[config.mk]
export PLATFORM = sky130hd
export DESIGN_NAME = rr_arbiter8_flat
export DESIGN_NICKNAME = d
export VERILOG_FILES = /design/src/rtl/rr_arbiter8_if.sv /design/src/rtl/rr_arbiter8.sv /design/src/flat_wrapper.sv
export SDC_FILE = /design/constraint.sdc
export NUM_CORES = 1
export LEC_CHECK = 0
export CAP_MARGIN = 25
export CORE_ASPECT_RATIO = 1.5
export CORE_MARGIN = 4
export CORE_UTILIZATION = 40
export DETAILED_ROUTE_END_ITERATION = 6
export PLACE_DENSITY = 0.65
export SETUP_SLACK_MARGIN = 0.5
export SLEW_MARGIN = 30
export SYNTH_ARGS = -nofsm -noshare
export SYNTH_HDL_FRONTEND = slang
export SYNTH_SLANG_ARGS = --single-unit
[constraint.sdc]
create_clock -name clk -period 5.6 [get_ports clk]
set_input_delay 1.68 -clock clk [delete_from_list [all_inputs] [get_ports clk]]
set_output_delay 1.68 -clock clk [all_outputs]
set_load 0.02 [all_outputs]
[src/rtl/rr_arbiter8_if.sv]
// Request/grant bundle between the requesting units and the round-robin arbiter.
// The master modport is the arbiter side, the slave modport is the requester side.
interface rr_arbiter8_if;
   logic       en;
   logic [7:0] req;
   logic [7:0] gnt;
   logic [2:0] gnt_id;
   logic       gnt_valid;
   logic       timeout;

   modport master (
      input  en,
      input  req,
      output gnt,
      output gnt_id,
      output gnt_valid,
      output timeout
   );

   modport slave (
      output en,
      output req,
      input  gnt,
      input  gnt_id,
      input  gnt_valid,
      input  timeout
   );
endinterface

[src/rtl/rr_arbiter8.sv]
// Eight-way round-robin arbiter with bounded grant tenure and a forced-release pulse.
// All outputs are registered; a one-cycle idle gap separates consecutive grants.
module rr_arbiter8 #(
   parameter int MAX_HOLD = 16,
   parameter int CNT_W    = 8
) (
   input logic          clk,
   input logic          rst,
   rr_arbiter8_if.master bus
);

   typedef enum logic [0:0] {
      IDLE  = 1'b0,
      GRANT = 1'b1
   } state_e;

   localparam logic [CNT_W-1:0] HOLD_LAST = CNT_W'(MAX_HOLD - 1);

   state_e           state_q;
   logic [2:0]       ptr_q;
   logic [CNT_W-1:0] cnt_q;
   logic [7:0]       gnt_q;
   logic [2:0]       gnt_id_q;
   logic             gnt_valid_q;
   logic             timeout_q;

   logic [7:0]       req_rot;
   logic [2:0]       win_off;
   logic [2:0]       win_id_d;
   logic             any_req;

   // Rotate so the pointer position lands in bit 0; the lowest set bit is then the winner offset.
   always_comb begin
      req_rot  = 8'({bus.req, bus.req} >> ptr_q);
      any_req  = |bus.req;
      win_off  = 3'd0;
      for (int k = 7; k >= 0; k--) begin
         if (req_rot[k]) begin
            win_off = 3'(k);
         end
      end
      win_id_d = ptr_q + win_off;
   end

   always_ff @(posedge clk) begin
      if (rst) begin
         state_q     <= IDLE;
         ptr_q       <= 3'd0;
         cnt_q       <= '0;
         gnt_q       <= 8'h00;
         gnt_id_q    <= 3'd0;
         gnt_valid_q <= 1'b0;
         timeout_q   <= 1'b0;
      end else begin
         case (state_q)
            IDLE: begin
               timeout_q <= 1'b0;
               if (bus.en && any_req) begin
                  state_q     <= GRANT;
                  gnt_q       <= 8'h01 << win_id_d;
                  gnt_id_q    <= win_id_d;
                  gnt_valid_q <= 1'b1;
                  cnt_q       <= '0;
               end else begin
                  gnt_q       <= 8'h00;
                  gnt_valid_q <= 1'b0;
               end
            end
            GRANT: begin
               // A dropped request wins over the hold limit, so no timeout in that case.
               if (!bus.req[gnt_id_q] || (cnt_q == HOLD_LAST)) begin
                  state_q     <= IDLE;
                  gnt_q       <= 8'h00;
                  gnt_valid_q <= 1'b0;
                  timeout_q   <= bus.req[gnt_id_q];
                  ptr_q       <= gnt_id_q + 3'd1;
               end else begin
                  cnt_q     <= cnt_q + 1'b1;
                  timeout_q <= 1'b0;
               end
            end
            default: begin
               state_q     <= IDLE;
               gnt_q       <= 8'h00;
               gnt_valid_q <= 1'b0;
               timeout_q   <= 1'b0;
            end
         endcase
      end
   end

   assign bus.gnt       = gnt_q;
   assign bus.gnt_id    = gnt_id_q;
   assign bus.gnt_valid = gnt_valid_q;
   assign bus.timeout   = timeout_q;

endmodule

[src/flat_wrapper.sv]
// flat-port wrapper written by rule: the top's interface ports become plain ports
module rr_arbiter8_flat 
#(
   parameter int MAX_HOLD = 16,
   parameter int CNT_W    = 8
)
  (clk, rst, bus_en, bus_req, bus_gnt, bus_gnt_id, bus_gnt_valid, bus_timeout);
  rr_arbiter8_if bus_i ();
  input logic clk;
  input logic rst;
  input wire logic [$bits(bus_i.en)-1:0] bus_en;
  input wire logic [$bits(bus_i.req)-1:0] bus_req;
  output wire logic [$bits(bus_i.gnt)-1:0] bus_gnt;
  output wire logic [$bits(bus_i.gnt_id)-1:0] bus_gnt_id;
  output wire logic [$bits(bus_i.gnt_valid)-1:0] bus_gnt_valid;
  output wire logic [$bits(bus_i.timeout)-1:0] bus_timeout;
  assign bus_i.en = bus_en;
  assign bus_i.req = bus_req;
  assign bus_gnt = bus_i.gnt;
  assign bus_gnt_id = bus_i.gnt_id;
  assign bus_gnt_valid = bus_i.gnt_valid;
  assign bus_timeout = bus_i.timeout;
  rr_arbiter8 #(.MAX_HOLD(MAX_HOLD), .CNT_W(CNT_W)) u_core (.clk(clk), .rst(rst), .bus(bus_i));
endmodule
# After elaboration in Yosys (flattened, before gate mapping)
# Cells that the tools add are included.
# totals
input_bits	11
out_inout_bits	13
ff_bits	25
word_cells	48
# classes
n_shift	2
order_cmp	1
n_mux	23
bitwise_logic	1
addsub	3
n_eq_ne	4
reduce_logical	7
# ops
operator	count
two-way mux 8 bit	4
one-hot mux 8 bit (2 select lines)	2
two-way mux 3 bit	8
right shift 16 x 3 -> 8 bit	1
adder 8 x 1 -> 8 bit (second input constant)	1
equality test 8 x 4 -> 1 bit (second input constant)	1
OR reduction 8 bit	1
<< shifter 1 x 3 -> 8 bit (first input constant)	1
one-hot mux 1 bit (2 select lines)	3
AND reduction 2 bit	3
two-way mux 1 bit	5
< comparator 3 x 4 -> 1 bit (second input constant)	1
!= test 2 bit (second input constant)	2
adder 3 x 1 -> 3 bit (second input constant)	1
adder 3 bit	1
binary-select mux 1 bit (select 3 bit)	1
!= test 2 x 1 -> 1 bit (second input constant)	1
logical AND 1 bit	1
logical NOT 1 bit	1
logical OR 1 bit	1
inverter 1 bit	1

# Longest topological paths before layout
# logic_depth
word_depth	13
mapped_depth	14
ltp_nobuf	12

# Worst setup path after synthesis
# OpenSTA, ideal clock, no wires.
# synth_path
path_kind	input to register
from	input bus_req[0]
to	register u_core.gnt_q[2] (netlist: u_core.bus.gnt[2])
required_time_ns	5.526
path_stages	11
slack_ns	1.567
path_buffers	1
arrival_ns	3.958
cell_sequence	clkbuf_1 -> mux4_2 -> nor3_1 -> o22ai_1 -> o21ai_0 -> ha_1 -> inv_1 -> fa_1 -> nor4_1 -> inv_1 -> o21ai_0
# synth_between
elab_chain_cells	13
# synth_rtl
item	line	rtl
start: declaration	flat_wrapper.sv:12	input wire logic [$bits(bus_i.req)-1:0] bus_req;
right shift 16 x 3 -> 8 bit	rr_arbiter8.sv:34	req_rot = 8'({bus.req, bus.req} >> ptr_q);
two-way mux 3 bit (8 in a row)	rr_arbiter8.sv:38	if (req_rot[k]) begin
adder 3 bit	rr_arbiter8.sv:42	win_id_d = ptr_q + win_off;
<< shifter 1 x 3 -> 8 bit	rr_arbiter8.sv:60	gnt_q <= 8'h01 << win_id_d;
two-way mux 8 bit	rr_arbiter8.sv:58	if (bus.en && any_req) begin
one-hot mux 8 bit (2 select lines)	rr_arbiter8.sv:55	case (state_q)
end signal: assignment	rr_arbiter8.sv:60	
end: declaration	rr_arbiter8.sv:22	logic [7:0] gnt_q;
# Several ways; a longest one is shown, not always the timed one. The select of a mux whose other input is x is not followed.
# A chain may end at the register's enable or synchronous reset.

# Worst setup path in the final report
# Same ends and word-level chain as after synthesis.

==> results by group <==
Timing
  – Final Setup Violations: 0
  – Final Max Tran Viols: 0
  – Fmax: 0.219 GHz
  – Final hold violations: 0
  – RSZ-0062 raised after global routing: false
  – Final setup TNS: 0 ns
  – Final min period: 4.56 ns
  – Slew @ Worst Pin: 0.852 ns
  – Slew headroom: roughly 43%
  – Period utilisation layout: between 80% and 90%
  – Skew final: around 0.0035 ns

Synthesis
  – Post-Synth Simple-Gate Area: between 20% and 30%
  – Register bit count reported by yosys: 25
  – Post-synth EDFFs: 0
  – Ys Warns: 0
  – Largest family of logic cells by synthesized area: simple AND/OR/NAND/NOR gates
  – Synth Instances: ~200
  – Yosys top cell by area: dfxtp_1
  – Syn nets: around 210
  – Top post-synthesis cells by area: dfxtp_1, mux4_2, nand2_1, a21oi_1, nor2_1
  – Syn Area/Cell: approximately 8.6 um^2
  – Mux cell area share after synthesis: a little under an eighth
  – Sequential share of the synthesized area: 29.8%
  – Post-Synth XOR/XNOR Area: 4.10%
  – Top_reg_cell synth: dfxtp_1
  – Area share of the largest cell type after synthesis: between 20 and 30%
  – Synth Area in Adders: under 10%
  – Asr flop ratio synth: 0%
  – Synth Area in Compound Gates: around a fifth
  – Yosys cell types: 53
  – Synthesized area: around 1700 um^2

CTS
  – Total CTS buffers: 3
  – H-tree depth: 1
  – Clock transition at the registers of the reported paths: 0.08 ns
  – Hold_buf cts: 0
  – Clock Path Buffers: 2
  – CTS root buf: clkbuf_8
  – Worst skew pair latency: around 0.26 ns
  – CTS sink cnt: 25
  – CTS resizes: 0
  – Post-CTS Setup Inserts: 0
  – CTS tree: done

Worst setup path
  – Worst EP required: around 5.8 ns
  – CP endpoint kind: flop
  – Critical Path AT: approximately 4.8 ns
  – CP Class: input port to flop
  – Worst-path maximum fanout: 12
  – Critical Path Source Type: input port

Finish
  – Share of layout cells above drive strength 1: under 10%
  – Ant. Diodes: 0
  – Final Util: 49.5%
  – Syn-to-layout area delta: 17.7%
  – Nets: 230
  – Fillers: between 400 and 500

Floorplanning
  – Row Count: 28
  – Core Area: 3990 um^2
  – Die Width: around 60 um
  – IO Pins: 24
  – Starting Density: a little over two fifths
  – Die area: around 5300 um^2
  – Die H: around 87 um

GRT
  – Initial antenna violation count: 0
  – GR peak layer: met2
  – Total grt overflow: 0
  – GR Util met2: approximately 29%
  – Largest net degree at the start of global routing: 25
  – Number of global-route vias before repair: ~1.5k
  – First-pass GRT wire length: 6.40 mm
  – GR Layer Usage met1: 17.2%
  – Tot GR Track Use: 15.5%
  – Met3 Track Usage GR: less than 1%

Hold path
  – Hold Crit Class: flop to flop

Drt
  – Routed Antenna Nets: 0
  – DRC: 0
  – Wirelength per Cell: about 15 um
  – DR pass1 iterations: 4
  – Aggregate routed wire length: 3.89 mm
  – DRT iter0 DRCs: 54
  – DR vias: roughly 1.5k
  – Via density: about 5.9

Power
  – Lkg Pwr: between 0.6 and 0.7 nW
  – PD cells: between 200 and 250 nW/um^2
  – NetSw: roughly 0.14 mW
  – Flop pwr share: between 40% and 50%
  – P_int: between 0.2 and 0.3 mW
  – Clock power share: between 20% and 30%
  – Peak supply drop: around 0.00020 V
  – Combinational share of power: between 20 and 30%
  – Tot Pwr: approximately 0.43 mW
  – Switching part of the total: 31.7%

Placed design
  – Number of port buffers: 23
  – DPL Wire Length: 3.01 mm
  – Routability cong.: around 0.88

Run status
  – Status: complete, no violations

Job
  – Max-cap violations: 0
==> metal layers <==
layer / vias to the layer above / wire length (um)
met3: 8 / 160
met5: - / 0
met2: 42 / 2030
met4: 0 / 111
met1: 720 / 1590
li1: 761 / -
==> sequential cells by signal, summed over array words and instances, names as in the netlist <==
register	count
u_core.state_q	1
u_core.bus.gnt_id	3
u_core.cnt_q	8
u_core.bus.gnt_valid	1
u_core.bus.timeout	1
u_core.bus.gnt	8
u_core.ptr_q	3
==> Yosys cell counts (all sizes together) (3+ instances only) <==
master  instances
nand3           8
o31ai           4
a22o            3
ha              3
mux4            5
dfxtp          25
xor2            5
nor2b           6
o22ai           3
inv             6
a21oi          12
nor3            6
nor4            3
mux2i           5
clkbuf          5
buf             5
nor2           14
nor4b           3
or2             4
nand2          21
a31oi           3
o21ai          11
nand2b          5
a211oi          5
==> area by class of cell <==
type	count	area, um^2	share of cell area (%)
inverters	6	22.5	1.14
clock buffers	4	45.0	2.28
multi-input cells	155	1110	56.4
repair buffers	24	238	12.0
flip-flops and latches	25	500	25.3
well taps	45	56.3	2.85
==> through the flow <==
step / hold WS [ns] / std cells / setup WS [ns] / cell area, um^2
finish: 0.454 / 259 / 1.04 / 1980
global route: 0.493 / 259 / 0.733 / 1980
CTS: 0.462 / 259 / 1.03 / 1980
detailed placement: 0.442 / 255 / 0.752 / 1930
global placement: 0.437 / 255 / 0.840 / 1930
floorplan: 0.462 / 196 / 1.57 / 1680
==> worst max-delay path: stages <==
cell             delay, ns
clkdlybuf4s50_1       0.72
nand2b_1              0.16
a31oi_1               0.10
a211oi_1              0.40
o22ai_1               0.13
o21ai_0               0.20
ha_1                  0.17
inv_1                 0.05
fa_1                  0.53
nor4_1                0.37
inv_1                 0.07
o21ai_0               0.16
==> power groups by stage <==
stage,Sequential [mW],Clock [mW],Combinational [mW]
6_report,0.202,0.104,0.127
5_1_grt,0.204,0.114,0.140
4_1_cts,0.202,0.107,0.127
3_5_place_dp,0.206,0,0.127
3_3_place_gp,0.206,0,0.126
2_1_floorplan,0.205,0,0.0866
==> final timing paths <==
kind / from / end / slack (ns) / cells after the start
setup / recovery: bus_req[0] / u_core.bus.gnt[2] / 1.04 / 12
hold / removal: u_core.bus.gnt[3] / u_core.bus.gnt[3] / 0.45 / 2
setup reg to reg: u_core.ptr_q[1] / u_core.bus.gnt[2] / 2.08 / 12
hold reg to reg: u_core.bus.gnt[3] / u_core.bus.gnt[3] / 0.45 / 2
==> cell usage in the layout (no fill, tap or decap), types with 3 or more instances in the layout <==
master / count
a21oi_1: 12
inv_1: 6
xor2_1: 4
a22o_1: 3
nor3_1: 6
o21ai_0: 9
nor2_1: 13
nand2_1: 21
mux4_2: 5
clkbuf_8: 3
ha_1: 3
o31ai_1: 4
nand3_1: 8
clkdlybuf4s50_1: 23
mux2i_1: 4
a31oi_1: 3
or2_2: 3
nand2b_1: 5
dfxtp_1: 25
a211oi_1: 5
nor2b_1: 6
==> kinds of logic (layout without fill, tap and decap cells) <==
family                     count (synthesis)  after routing
DFF                                       25             25
buffers and inverters                     16             34
muxes                                     12             12
AOI/OAI and AO/OA                         52             52
adders and majority gates                  4              4
and+or+nand+nor                           80             80
xor gates and xnor gates                   7              7
No activity file was read; power rests on OpenSTA's default activity.
